===== config.mk =====
export PLATFORM = sky130hd
export DESIGN_NAME = dp_sequencer_flat
export DESIGN_NICKNAME = d
export VERILOG_FILES = /design/src/rtl/dp_sequencer_if.sv /design/src/rtl/dp_sequencer.sv /design/src/flat_wrapper.sv
export SDC_FILE = /design/constraint.sdc
export NUM_CORES = 1
export LEC_CHECK = 0
export CAP_MARGIN = 20
export CELL_PAD_IN_SITES_DETAIL_PLACEMENT = 1
export CELL_PAD_IN_SITES_GLOBAL_PLACEMENT = 2
export CORE_MARGIN = 5
export CORE_UTILIZATION = 33
export CTS_CLUSTER_SIZE = 14
export DETAILED_ROUTE_END_ITERATION = 7
export GPL_ROUTABILITY_DRIVEN = 0
export PLACE_DENSITY_LB_ADDON = 0.1
export SYNTH_ARGS = -nofsm -noshare
export SYNTH_HDL_FRONTEND = slang
export SYNTH_SLANG_ARGS = --single-unit

===== constraint.sdc =====
create_clock -name clk -period 4.8 [get_ports clk]
set_input_delay 0.96 -clock clk [delete_from_list [all_inputs] [get_ports clk]]
set_output_delay 0.96 -clock clk [all_outputs]
set_load 0.03 [all_outputs]

===== src/rtl/dp_sequencer_if.sv =====
// Handshake and control bundle between the instruction register,
// the datapath sequencer and the datapath.
interface dp_sequencer_if #(
  parameter int NUM_SEL = 4
) ();
  localparam int SEL_WIDTH = $clog2(NUM_SEL);

  logic                 s;
  logic [2:0]           opcode;
  logic [1:0]           op;
  logic                 w;
  logic                 write;
  logic                 loada;
  logic                 loadb;
  logic                 loadc;
  logic                 loads;
  logic                 asel;
  logic [2:0]           nsel;
  logic [SEL_WIDTH-1:0] vsel;
  logic                 illegal;

  // Instruction side: issues start/opcode, observes control outputs.
  modport master (
    output s, opcode, op,
    input  w, write, loada, loadb, loadc, loads, asel, nsel, vsel, illegal
  );

  // Sequencer side.
  modport slave (
    input  s, opcode, op,
    output w, write, loada, loadb, loadc, loads, asel, nsel, vsel, illegal
  );
endinterface


===== src/rtl/dp_sequencer.sv =====
// Datapath sequencer: owns the control state register and walks each
// decoded instruction through its multi-cycle load/write sequence.
module dp_sequencer #(
  parameter int NUM_SEL = 4,
  parameter int SEL_C   = 0,
  parameter int SEL_IMM = 1
) (
  input logic           clk,
  input logic           reset_n,
  dp_sequencer_if.slave bus
);
  localparam int SEL_WIDTH = $clog2(NUM_SEL);
  localparam logic [SEL_WIDTH-1:0] VSEL_C   = SEL_WIDTH'(SEL_C);
  localparam logic [SEL_WIDTH-1:0] VSEL_IMM = SEL_WIDTH'(SEL_IMM);

  // Captured {opcode, op} encodings.
  localparam logic [4:0] I_MOV_IMM = 5'b110_10;
  localparam logic [4:0] I_MOV_REG = 5'b110_00;
  localparam logic [4:0] I_ADD     = 5'b101_00;
  localparam logic [4:0] I_CMP     = 5'b101_01;
  localparam logic [4:0] I_AND     = 5'b101_10;
  localparam logic [4:0] I_MVN     = 5'b101_11;

  typedef enum logic [2:0] {
    S_WAIT,
    S_DECODE,
    S_WRITE_IMM,
    S_LOAD_A,
    S_LOAD_B,
    S_LOAD_C,
    S_WRITE_C,
    S_LOAD_S
  } state_t;

  state_t               state, state_n;
  logic [4:0]           instr, instr_n;
  logic                 w_n, write_n, loada_n, loadb_n, loadc_n, loads_n;
  logic                 asel_n, illegal_n;
  logic [2:0]           nsel_n;
  logic [SEL_WIDTH-1:0] vsel_n;

  // Next state and instruction capture.
  always_comb begin
    state_n = S_WAIT;
    instr_n = instr;
    case (state)
      S_WAIT: begin
        if (bus.s) begin
          state_n = S_DECODE;
          instr_n = {bus.opcode, bus.op};
        end else begin
          state_n = S_WAIT;
        end
      end
      S_DECODE: begin
        case (instr)
          I_MOV_IMM:             state_n = S_WRITE_IMM;
          I_MOV_REG, I_MVN:      state_n = S_LOAD_B;
          I_ADD, I_CMP, I_AND:   state_n = S_LOAD_A;
          default:               state_n = S_WAIT;
        endcase
      end
      S_WRITE_IMM: state_n = S_WAIT;
      S_LOAD_A:    state_n = S_LOAD_B;
      S_LOAD_B:    state_n = (instr == I_CMP) ? S_LOAD_S : S_LOAD_C;
      S_LOAD_C:    state_n = S_WRITE_C;
      S_WRITE_C:   state_n = S_WAIT;
      S_LOAD_S:    state_n = S_WAIT;
      default:     state_n = S_WAIT;
    endcase
  end

  // Moore output decode of the upcoming state, so the output registers
  // line up cycle-for-cycle with the state register.
  always_comb begin
    w_n       = 1'b0;
    write_n   = 1'b0;
    loada_n   = 1'b0;
    loadb_n   = 1'b0;
    loadc_n   = 1'b0;
    loads_n   = 1'b0;
    asel_n    = 1'b0;
    illegal_n = 1'b0;
    nsel_n    = 3'b000;
    vsel_n    = VSEL_C;
    case (state_n)
      S_WAIT:   w_n = 1'b1;
      S_DECODE: illegal_n = !(instr_n inside {I_MOV_IMM, I_MOV_REG, I_ADD,
                                              I_CMP, I_AND, I_MVN});
      S_WRITE_IMM: begin
        write_n = 1'b1;
        nsel_n  = 3'b100;
        vsel_n  = VSEL_IMM;
      end
      S_LOAD_A: begin
        loada_n = 1'b1;
        nsel_n  = 3'b100;
      end
      S_LOAD_B: begin
        loadb_n = 1'b1;
        nsel_n  = 3'b001;
      end
      S_LOAD_C: begin
        loadc_n = 1'b1;
        asel_n  = (instr_n == I_MOV_REG) || (instr_n == I_MVN);
      end
      S_WRITE_C: begin
        write_n = 1'b1;
        nsel_n  = 3'b010;
      end
      S_LOAD_S: loads_n = 1'b1;
      default:  w_n = 1'b0;
    endcase
  end

  // State, captured instruction and registered control outputs.
  always_ff @(posedge clk) begin
    if (!reset_n) begin
      state       <= S_WAIT;
      instr       <= '0;
      bus.w       <= 1'b1;
      bus.write   <= 1'b0;
      bus.loada   <= 1'b0;
      bus.loadb   <= 1'b0;
      bus.loadc   <= 1'b0;
      bus.loads   <= 1'b0;
      bus.asel    <= 1'b0;
      bus.illegal <= 1'b0;
      bus.nsel    <= 3'b000;
      bus.vsel    <= VSEL_C;
    end else begin
      state       <= state_n;
      instr       <= instr_n;
      bus.w       <= w_n;
      bus.write   <= write_n;
      bus.loada   <= loada_n;
      bus.loadb   <= loadb_n;
      bus.loadc   <= loadc_n;
      bus.loads   <= loads_n;
      bus.asel    <= asel_n;
      bus.illegal <= illegal_n;
      bus.nsel    <= nsel_n;
      bus.vsel    <= vsel_n;
    end
  end
endmodule

===== src/flat_wrapper.sv =====
// flat-port wrapper written by rule: the top's interface ports become plain ports
module dp_sequencer_flat 
#(
  parameter int NUM_SEL = 4,
  parameter int SEL_C   = 0,
  parameter int SEL_IMM = 1
)
  (clk, reset_n, bus_s, bus_opcode, bus_op, bus_w, bus_write, bus_loada, bus_loadb, bus_loadc, bus_loads, bus_asel, bus_nsel, bus_vsel, bus_illegal);
  dp_sequencer_if #(.NUM_SEL(NUM_SEL)) bus_i ();
  input logic clk;
  input logic reset_n;
  input wire logic [$bits(bus_i.s)-1:0] bus_s;
  input wire logic [$bits(bus_i.opcode)-1:0] bus_opcode;
  input wire logic [$bits(bus_i.op)-1:0] bus_op;
  output wire logic [$bits(bus_i.w)-1:0] bus_w;
  output wire logic [$bits(bus_i.write)-1:0] bus_write;
  output wire logic [$bits(bus_i.loada)-1:0] bus_loada;
  output wire logic [$bits(bus_i.loadb)-1:0] bus_loadb;
  output wire logic [$bits(bus_i.loadc)-1:0] bus_loadc;
  output wire logic [$bits(bus_i.loads)-1:0] bus_loads;
  output wire logic [$bits(bus_i.asel)-1:0] bus_asel;
  output wire logic [$bits(bus_i.nsel)-1:0] bus_nsel;
  output wire logic [$bits(bus_i.vsel)-1:0] bus_vsel;
  output wire logic [$bits(bus_i.illegal)-1:0] bus_illegal;
  assign bus_i.s = bus_s;
  assign bus_i.opcode = bus_opcode;
  assign bus_i.op = bus_op;
  assign bus_w = bus_i.w;
  assign bus_write = bus_i.write;
  assign bus_loada = bus_i.loada;
  assign bus_loadb = bus_i.loadb;
  assign bus_loadc = bus_i.loadc;
  assign bus_loads = bus_i.loads;
  assign bus_asel = bus_i.asel;
  assign bus_nsel = bus_i.nsel;
  assign bus_vsel = bus_i.vsel;
  assign bus_illegal = bus_i.illegal;
  dp_sequencer #(.NUM_SEL(NUM_SEL), .SEL_C(SEL_C), .SEL_IMM(SEL_IMM)) u_core (.clk(clk), .reset_n(reset_n), .bus(bus_i));
endmodule

== Word-level counts from Yosys, hierarchy flattened ==
Cells that the tools add are included.

* Flip-flop bits (word level): 21
* Bits of input ports: 8
* Output and inout port bits: 13
* Word-level logic and storage cells: 64

* Equal/unequal tests: 26
* Multiplexer cells: 14
* Reduce and logical (&&, ||, !) cells: 12

{| class="wikitable"
|+ Operators with widths
! kind !! count
|-
| $eq A5 B5 Y1 const B || 12
|-
| $eq A3 B3 Y1 const B || 8
|-
| $pmux W3 S3 || 2
|-
| $pmux W3 S6 || 1
|-
| $eq A3 B2 Y1 const B || 4
|-
| $mux W5 || 2
|-
| $mux W1 || 8
|-
| $eq A3 B1 Y1 const B || 2
|-
| $logic_not A3 Y1 || 2
|-
| $reduce_bool A6 Y1 || 1
|-
| $reduce_or A2 Y1 || 3
|-
| $reduce_or A3 Y1 || 2
|-
| $reduce_and A2 Y1 || 2
|-
| $mux W2 || 1
|-
| $logic_not A1 Y1 || 1
|-
| $logic_or A1 B1 Y1 || 1
|}

== Longest topological paths before layout ==
Gate-level depths: netlist of run 1.

* Word-level depth: 7
* Gate-level depth with buffers: 6
* Gate-level depth less buffers: 4

== Least setup slack after synthesis of run 1 ==
OpenSTA, ideal clock, no wires.

* Path type: input to register
* From: input bus_opcode[0]
* To: register u_core.bus.asel
* Setup time: 0.073 ns
* Arrival: 2.038 ns
* Required time: 4.727 ns
* Path slack: 2.689 ns
* Stages: 4
* Path buffers: 0
* Cells stage by stage: or4b_2 -> a21boi_0 -> mux2i_1 -> nor3b_2

* Cells in the longest elaborated chain, start to end: 4
* Elaborated cells between the ends (all ways): 5
* Classes of those cells: eq/ne: 2; mux: 2; reduce/logical: 1

{| class="wikitable"
|+ RTL lines
! item !! line !! RTL
|-
| start, declared || flat_wrapper.sv:13 || <nowiki>input wire logic [$bits(bus_i.opcode)-1:0] bus_opcode;</nowiki>
|-
| $mux W5 * || dp_sequencer.sv:48 || <nowiki>if (bus.s) begin</nowiki>
|-
| $mux W5 * || dp_sequencer.sv:46 || <nowiki>case (state)</nowiki>
|-
| $eq A5 B5 Y1 || dp_sequencer.sv:105 || <nowiki>asel_n = (instr_n == I_MOV_REG) || (instr_n == I_MVN);</nowiki>
|-
| $logic_or A1 B1 Y1 * || dp_sequencer.sv:105 ||
|-
| end signal, assigned || dp_sequencer.sv:140 || <nowiki>bus.asel <= asel_n;</nowiki>
|-
| end, declared || dp_sequencer_if.sv:31 || <nowiki>output w, write, loada, loadb, loadc, loads, asel, nsel, vsel, illegal</nowiki>
|}

Mark *: on every way between the ends. The rest lies on a longest branch, timed or not.
A chain may end at the register's enable or synchronous reset.

== Worst setup path after layout of run 1 ==
Same ends and word-level chain as after synthesis.

==> metrics.txt, run 1 <==
# TYPE chip_impl_metric gauge
chip_impl_metric{name="peakVddDrop",unit="mV"} 0.278
chip_impl_metric{name="postLayoutCellArea",unit="mm^2"} 0.00118
chip_impl_metric{name="synth.yosys.seq_area_share",unit=""} 0.415
chip_impl_metric{name="htreeDepth",unit=""} 1
chip_impl_metric{name="synth.lib_cells_used.distinct",unit=""} 39
chip_impl_metric{name="synth_mux_area_frac",unit=""} 0.0519
chip_impl_metric{name="num_rows",unit=""} 19
chip_impl_metric{name="crit_fanout",unit=""} 5
chip_impl_metric{name="avgViaCountPerCell",unit=""} 5.23
chip_impl_info{name="startpoint_type",value="input port"} 1
chip_impl_metric{name="synth-compound-area-share",unit=""} 0.161
chip_impl_metric{name="floorplan.die_area",unit="mm^2"} 0.00410
chip_impl_info{name="yosys-top-cells-area",value="dfxtp_1 (42%), mux2i_1 (5.2%), nor3b_2 (3.9%), buf_6 (3.5%), nor2b_1 (3.2%)"} 1
chip_impl_metric{name="setup_ws",unit="ns"} 2.43
chip_impl_info{name="reg2reg_from",value="u_core.instr[2]$_SDFF_PN0_"} 1
chip_impl_metric{name="cts_post_setup_buffers_inserted",unit=""} 0
chip_impl_metric{name="final_layout_size_suffix_gt1_frac",unit=""} 0.173
chip_impl_info{name="tritoncts",value="done"} 1
chip_impl_metric{name="hold_depth",unit=""} 2
chip_impl_metric{name="synthSimpleGateAreaFrac",unit=""} 0.306
chip_impl_metric{name="synth_fp_nets",unit=""} 94
chip_impl_metric{name="hold_viol_final",unit=""} 0
chip_impl_metric{name="synthXorXnorAreaFrac",unit=""} 0
chip_impl_metric{name="antenna_violations_before_repair",unit=""} 0
chip_impl_metric{name="remaining_drc_errors",unit=""} 0
chip_impl_metric{name="finalSetupViolCount",unit=""} 0
chip_impl_info{name="synth_top_family_by_area",value="simple AND/OR/NAND/NOR gates"} 1
chip_impl_info{name="criticalPathCategory",value="in -> reg"} 1
chip_impl_metric{name="timing_max_transition_violations_final",unit=""} 0
chip_impl_metric{name="post-route-min-period",unit="ns"} 2.37
chip_impl_metric{name="cellLeakagePower",unit="nW"} 0.419
chip_impl_metric{name="dp.final_hpwl",unit="um"} 1560
chip_impl_metric{name="detailroute.via_count",unit=""} 706
chip_impl_metric{name="final_critical_path_share_of_the_clock_period",unit=""} 0.493
chip_impl_info{name="min-delay-path-class",value="reg -> reg"} 1
chip_impl_metric{name="dp_slack",unit="ns"} 2.10
chip_impl_metric{name="initial_core_util",unit=""} 0.347
chip_impl_metric{name="global_routing_usage_summed_across_all_routing_layers",unit=""} 0.103
chip_impl_metric{name="finClkSkew",unit="ns"} 0.00388
chip_impl_metric{name="layout-area-overhead-vs-synth",unit="%"} 22.8
chip_impl_metric{name="cts_made_buffers",unit=""} 3
chip_impl_metric{name="register_area",unit="um^2"} 400
chip_impl_metric{name="yosys.area.top_type_share",unit=""} 0.415
chip_impl_metric{name="timing.reg2reg.setup_slack",unit="ns"} 3.05
chip_impl_metric{name="first_global_vias",unit=""} 680
chip_impl_metric{name="wire_per_inst",unit="um"} 14.9
chip_impl_metric{name="drt-pass1-iter-count",unit=""} 3
chip_impl_metric{name="antenna_cells",unit=""} 0
chip_impl_metric{name="holdBufCountCts",unit=""} 0
chip_impl_metric{name="setup-tns-final",unit="ns"} 0
chip_impl_metric{name="power_density",unit="mW/mm^2"} 263
chip_impl_metric{name="cap_violations",unit=""} 0
chip_impl_metric{name="arithmetic_cell_share_of_the_synthesized_area_counting_full_adders_half_adders_and_majority_gates",unit=""} 0
chip_impl_metric{name="globalRoute.totalOverflow",unit=""} 0
chip_impl_metric{name="clk_latency",unit="ns"} 0.30
chip_impl_info{name="min_delay_startpoint",value="u_core.instr[4]$_SDFF_PN0_"} 1
chip_impl_metric{name="worst_pin_slew",unit="ns"} 0.583
chip_impl_metric{name="post_cts_clock_slew_at_the_launch_and_capture_registers_of_the_worst_setup_and_hold_paths",unit="ns"} 0.11
chip_impl_metric{name="fill_cells",unit=""} 312
chip_impl_info{name="r2r-end",value="u_core.bus.loadb$_SDFF_PN0_"} 1
chip_impl_metric{name="drt_wl_total",unit="um"} 2010
chip_impl_metric{name="dpl_cell_area",unit="mm^2"} 0.00115
chip_impl_metric{name="clkSinkCount",unit=""} 20
chip_impl_info{name="outcome",value="completed"} 1
chip_impl_metric{name="syn_area_per_cell",unit="um^2"} 11.2
chip_impl_metric{name="pin_count_of_the_biggest_net_entering_global_routing",unit=""} 15
chip_impl_metric{name="cts_repair_resize_count",unit=""} 0
chip_impl_info{name="setup.worst_path.end_class",value="flop"} 1
chip_impl_metric{name="yosys_warnings",unit=""} 0
chip_impl_info{name="worst_hold_path_ep",value="u_core.instr[4]$_SDFF_PN0_"} 1
chip_impl_metric{name="fmax",unit="MHz"} 423
chip_impl_info{name="setup_repair_after_global_routing_missed_its_margin",value="no"} 1
chip_impl_metric{name="slew_headroom",unit=""} 0.610
chip_impl_metric{name="multi_input_area",unit="um^2"} 504
chip_impl_metric{name="rr_worst_depth",unit=""} 4
chip_impl_metric{name="drt-initial-drc-count",unit=""} 18
chip_impl_metric{name="worst_ep_required_time",unit="ns"} 5.04
chip_impl_metric{name="placeableCoreArea",unit="mm^2"} 0.00278
chip_impl_metric{name="top_level_ports",unit=""} 21
chip_impl_metric{name="nets",unit=""} 113
chip_impl_metric{name="synth_enable_flop_cells",unit=""} 0
chip_impl_metric{name="port_buffers",unit=""} 19
chip_impl_metric{name="dieHeight",unit="um"} 64.1
chip_impl_info{name="synthFlopType",value="dfxtp_1"} 1
chip_impl_info{name="clk_root_buffer_cell",value="clkbuf_4"} 1
chip_impl_metric{name="synthesis.area",unit="um^2"} 965
chip_impl_metric{name="final_antenna_net_count",unit=""} 0
chip_impl_metric{name="grt_pass1_wl",unit="um"} 3310
chip_impl_metric{name="async_flop_share",unit=""} 0
chip_impl_metric{name="die_width",unit="um"} 64.1
chip_impl_metric{name="instance_count_of_the_mapped_netlist",unit=""} 86
chip_impl_metric{name="worst-endpoint-arrival",unit="ns"} 2.60
chip_impl_info{name="synth_top_area_cell",value="dfxtp_1"} 1
chip_impl_metric{name="clk_path_buf_depth",unit=""} 2
chip_impl_metric{name="synth-seq-cells",unit=""} 20
-- routing by layer --
metal  share of wire  global-route usage  vias up
met2            0.43               0.155       11
met4           0.012              0.0312        0
met1            0.51               0.138      338
li1                -                   -      353
met3           0.044              0.0368        4
met5               0                   0        -
-- placed cells by master (no fill, tap or decap), drive strengths merged --
cell type,n
dfxtp,20
clkdlybuf4s50,19
mux2i,5
nor2b,5
nor3b,5
inv,4
nor2,4
clkbuf,4
nand4b,3
and4b,3
a21boi,3
or4b,3
a21oi,2
nand2b,2
and2,2
nand3b,2
nor3,2
o41ai,2
o21ai,2
o31a,1
a21bo,1
o21bai,1
a2111oi,1
and4,1
nor4b,1
and3,1
o211ai,1
nand4bb,1
nand2,1
o22ai,1
conb,1
-- power breakdown --
group	switching (mW)	internal (mW)	leakage, nW
Clock	0.0507	0.0463	0.0210
Combinational	0.0193	0.0196	0.236
Sequential	0.00549	0.170	0.163
Total	0.0754	0.236	0.419
-- layout make-up --
class	instances	area share
clock buffers	4	0.0306
inverters	4	0.0127
multi-input cells	57	0.426
flip-flops and latches	20	0.338
well taps	31	0.0327
repair buffers	19	0.161
-- worst max-delay path by stage --
stage	slack, ns	to	from
2_1_floorplan	2.69	u_core.bus.asel$_SDFF_PN0_	bus_opcode[0]
3_3_place_gp	2.15	u_core.bus.asel$_SDFF_PN0_	bus_opcode[0]
3_5_place_dp	2.10	u_core.bus.asel$_SDFF_PN0_	bus_opcode[0]
4_1_cts	2.43	u_core.bus.asel$_SDFF_PN0_	bus_opcode[0]
5_1_grt	2.36	u_core.bus.asel$_SDFF_PN0_	bus_opcode[0]
6_report	2.43	u_core.bus.asel$_SDFF_PN0_	bus_opcode[0]
-- synth_stat cells (3+ instances only) --
cell / number
dfxtp_1: 20
mux2i_1: 5
nor2b_1: 5
inv_1: 4
and4b_1: 3
buf_6: 3
nand4b_1: 3
nor2_1: 3
nor3b_2: 3
-- worst max-delay path, cell delays in order --
cell and delay [ns]:
clkdlybuf4s50_1 0.47, or4b_2 0.68, a21boi_0 0.19, mux2i_1 0.11, nor3b_2 0.18
-- cell families after synthesis --
family,count (synthesis)
AND/OR/NAND/NOR,36
flip-flops,20
AO/OA/AOI/OAI,15
buffers and inverters,9
multiplexers,5
other,1
-- state kept, by name, summed over array words and instances (netlist names) --
register            count
u_core.bus.nsel         3
u_core.bus.w            1
u_core.bus.loadb        1
u_core.bus.loada        1
u_core.bus.vsel         1
u_core.bus.asel         1
u_core.instr            5
u_core.bus.loads        1
u_core.bus.write        1
u_core.bus.illegal      1
u_core.bus.loadc        1
u_core.state            3
-- per-stage QoR --
| step | hold WS (ns) | utilization | cells | power (mW) |
|---|---|---|---|---|
| after floorplan | 0.496 | - | 86 | 0.205 |
| after CTS | 0.573 | 0.426 | 135 | 0.319 |
| after detailed placement | 0.554 | 0.413 | 131 | 0.219 |
| final | 0.570 | 0.426 | 135 | 0.312 |
| after global routing | 0.623 | 0.426 | 135 | 0.328 |
| after global placement | 0.542 | 0.413 | 131 | 0.218 |
(Power assumes the default switching activity.)
==> run 2, diff against run 1 <==
--- a/config.mk
+++ b/config.mk
@@ -9,7 +9,7 @@
 export CELL_PAD_IN_SITES_DETAIL_PLACEMENT = 1
 export CELL_PAD_IN_SITES_GLOBAL_PLACEMENT = 2
 export CORE_MARGIN = 5
-export CORE_UTILIZATION = 33
+export CORE_UTILIZATION = 28
 export CTS_CLUSTER_SIZE = 14
 export DETAILED_ROUTE_END_ITERATION = 7
 export GPL_ROUTABILITY_DRIVEN = 0
==> constraint.sdc (replaced) <==
create_clock -name clk -period 2.1 [get_ports clk]
set_input_delay 0.42 -clock clk [delete_from_list [all_inputs] [get_ports clk]]
set_output_delay 0.42 -clock clk [all_outputs]
set_load 0.03 [all_outputs]
==> run 2 against run 1 <==
First-iteration DRC count grew 17%. Die area grew 15%. Clock power increased to 3.3 times the previous value. Critical path type unchanged. Critical endpoint unchanged. Largest power group unchanged.
==> metrics.txt, run 2 (synthesized netlist as in run 1, its figures left out) <==
# TYPE chip_impl_metric gauge
chip_impl_metric{name="rr_worst_depth",unit=""} 4
chip_impl_info{name="criticalPathCategory",value="in -> reg"} 1
chip_impl_metric{name="finClkSkew",unit="ns"} 0.00503
chip_impl_metric{name="fmax",unit="MHz"} 569
chip_impl_metric{name="nets",unit=""} 119
chip_impl_metric{name="drt-initial-drc-count",unit=""} 21
chip_impl_metric{name="timing.reg2reg.setup_slack",unit="ns"} 0.38
chip_impl_metric{name="grt_pass1_wl",unit="um"} 3640
chip_impl_info{name="mostFrequentLayoutCell",value="dfxtp_1"} 1
chip_impl_metric{name="floorplan.die_area",unit="mm^2"} 0.00472
chip_impl_metric{name="peakVddDrop",unit="mV"} 0.287
chip_impl_metric{name="pin_count_of_the_biggest_net_entering_global_routing",unit=""} 14
chip_impl_info{name="critical_path.endpoint",value="u_core.bus.asel$_SDFF_PN0_"} 1
chip_impl_metric{name="placeableCoreArea",unit="mm^2"} 0.00334
chip_impl_metric{name="antenna_violations_before_repair",unit=""} 0
chip_impl_metric{name="final_critical_path_share_of_the_clock_period",unit=""} 0.837
chip_impl_metric{name="global_routing_usage_summed_across_all_routing_layers",unit=""} 0.105
chip_impl_info{name="startpoint_type",value="input port"} 1
chip_impl_metric{name="worst_ep_required_time",unit="ns"} 2.34
chip_impl_metric{name="wire_per_inst",unit="um"} 13.4
chip_impl_metric{name="largest_reg_flops",unit=""} 5
chip_impl_metric{name="die_width",unit="um"} 68.7
chip_impl_metric{name="htreeDepth",unit=""} 1
chip_impl_metric{name="post_cts_clock_slew_at_the_launch_and_capture_registers_of_the_worst_setup_and_hold_paths",unit="ns"} 0.12
chip_impl_info{name="top_register",value="u_core.instr"} 1
chip_impl_metric{name="finalSetupViolCount",unit=""} 0
chip_impl_info{name="critical_path_startpoint",value="bus_opcode[0]"} 1
chip_impl_metric{name="power",unit="uW"} 818
chip_impl_metric{name="fill_cells",unit=""} 388
chip_impl_metric{name="power_density",unit="mW/mm^2"} 647
chip_impl_metric{name="dp.final_hpwl",unit="um"} 1610
chip_impl_info{name="setup_repair_after_global_routing_missed_its_margin",value="no"} 1
chip_impl_info{name="min_delay_startpoint",value="u_core.instr[4]$_SDFF_PN0_"} 1
chip_impl_metric{name="remaining_drc_errors",unit=""} 0
chip_impl_info{name="final_cell_mix",value="dfxtp_1 (20), clkdlybuf4s50_1 (19), buf_4 (6), mux2i_1 (5), nor2b_1 (5)"} 1
chip_impl_info{name="clk_root_buffer_cell",value="clkbuf_4"} 1
chip_impl_metric{name="worst-endpoint-arrival",unit="ns"} 2.00
chip_impl_metric{name="cellLeakagePower",unit="nW"} 0.455
chip_impl_info{name="tritoncts",value="done"} 1
chip_impl_metric{name="cts_repair_resize_count",unit=""} 0
chip_impl_metric{name="port_buffers",unit=""} 19
chip_impl_metric{name="clkSinkCount",unit=""} 20
chip_impl_metric{name="avgViaCountPerCell",unit=""} 4.69
chip_impl_metric{name="hold_viol_final",unit=""} 0
chip_impl_info{name="outcome",value="completed"} 1
chip_impl_metric{name="dieHeight",unit="um"} 68.7
chip_impl_metric{name="final_antenna_net_count",unit=""} 0
chip_impl_metric{name="holdBufCountCts",unit=""} 0
chip_impl_metric{name="top_level_ports",unit=""} 21
chip_impl_metric{name="timing_max_transition_violations_final",unit=""} 0
chip_impl_metric{name="clk_path_buf_depth",unit=""} 2
chip_impl_metric{name="setup-tns-final",unit="ns"} 0
chip_impl_metric{name="post-route-min-period",unit="ns"} 1.76
chip_impl_metric{name="detailroute.via_count",unit=""} 732
chip_impl_metric{name="cap_violations",unit=""} 0
chip_impl_metric{name="crit_fanout",unit=""} 2
chip_impl_metric{name="drt-pass1-iter-count",unit=""} 4
chip_impl_metric{name="final_layout_size_suffix_gt1_frac",unit=""} 0.218
chip_impl_metric{name="cts_post_setup_buffers_inserted",unit=""} 0
chip_impl_metric{name="num_rows",unit=""} 21
chip_impl_metric{name="drt_wl_total",unit="um"} 2090
chip_impl_info{name="largest_registers",value="u_core.instr: 5 flops, u_core.bus.nsel: 3 flops, u_core.state: 3 flops"} 1
chip_impl_metric{name="initial_core_util",unit=""} 0.289
chip_impl_info{name="r2r-end",value="u_core.bus.nsel[0]$_SDFF_PN0_"} 1
chip_impl_metric{name="cts_made_buffers",unit=""} 3
chip_impl_metric{name="antenna_cells",unit=""} 0
chip_impl_metric{name="layout-area-overhead-vs-synth",unit="%"} 31.1
chip_impl_metric{name="globalRoute.totalOverflow",unit=""} 0
chip_impl_info{name="min-delay-path-class",value="reg -> reg"} 1
chip_impl_info{name="reg2reg_from",value="u_core.state[0]$_SDFF_PN0_"} 1
chip_impl_metric{name="clk_latency",unit="ns"} 0.30
chip_impl_info{name="setup.worst_path.end_class",value="flop"} 1
chip_impl_metric{name="first_global_vias",unit=""} 737
run 2: cell count changes in the layout (fill, tap and decap cells not counted):
cell | before | now
buf_4 | 0 | 6
bufinv_16 | 0 | 1
clkbuf_8 | 1 | 0
run 2: report_power, final:
part	internal [mW]	total (mW)	switching, mW
clock	0.193	0.319	0.126
sequential	0.389	0.402	0.0128
combinational	0.0522	0.0970	0.0448
run 2: per-layer routing:
layer	routed length, um	up-vias	GRT usage
li1	-	365	-
met1	1030	349	0.146
met2	920	14	0.150
met3	109	4	0.0243
met4	31	0	0.0511
met5	0	-	0
run 2: how the worst min path moves through the flow:
stage,to,slack [ns],cells past startpoint
after floorplan,u_core.instr[4]$_SDFF_PN0_,0.50,2
after global placement,u_core.instr[4]$_SDFF_PN0_,0.53,2
after detailed placement,u_core.instr[4]$_SDFF_PN0_,0.56,2
after CTS,u_core.instr[4]$_SDFF_PN0_,0.59,2
after global routing,u_core.instr[2]$_SDFF_PN0_,0.65,2
final,u_core.instr[4]$_SDFF_PN0_,0.59,2
run 2: layout make-up:
class                      count  area [um^2]  share of cell area
multi-input combinational     57          504               0.399
sequential                    20          400               0.317
timing repair buffer          25          235               0.186
tap                           46         57.6              0.0455
clock inverter                 1         30.0              0.0237
clock buffer                   3         22.5              0.0178
inverter                       4         15.0              0.0119
run 2: worst max-delay path, stage by stage:
cell and delay (ns):
clkdlybuf4s50_1 0.42, or4b_2 0.67, a21boi_0 0.18, mux2i_1 0.12, nor3b_2 0.19
run 2: through the flow:
stage / area (um^2) / hold slack, ns / setup slack (ns) / cells / utilization
floorplan: 965 / 0.496 / 0.529 / 86 / -
global placement: 1210 / 0.531 / 0.0554 / 152 / 0.363
detailed placement: 1210 / 0.561 / 0.00301 / 152 / 0.363
CTS: 1260 / 0.593 / 0.328 / 156 / 0.379
global route: 1260 / 0.651 / 0.221 / 156 / 0.379
finish: 1260 / 0.585 / 0.342 / 156 / 0.379
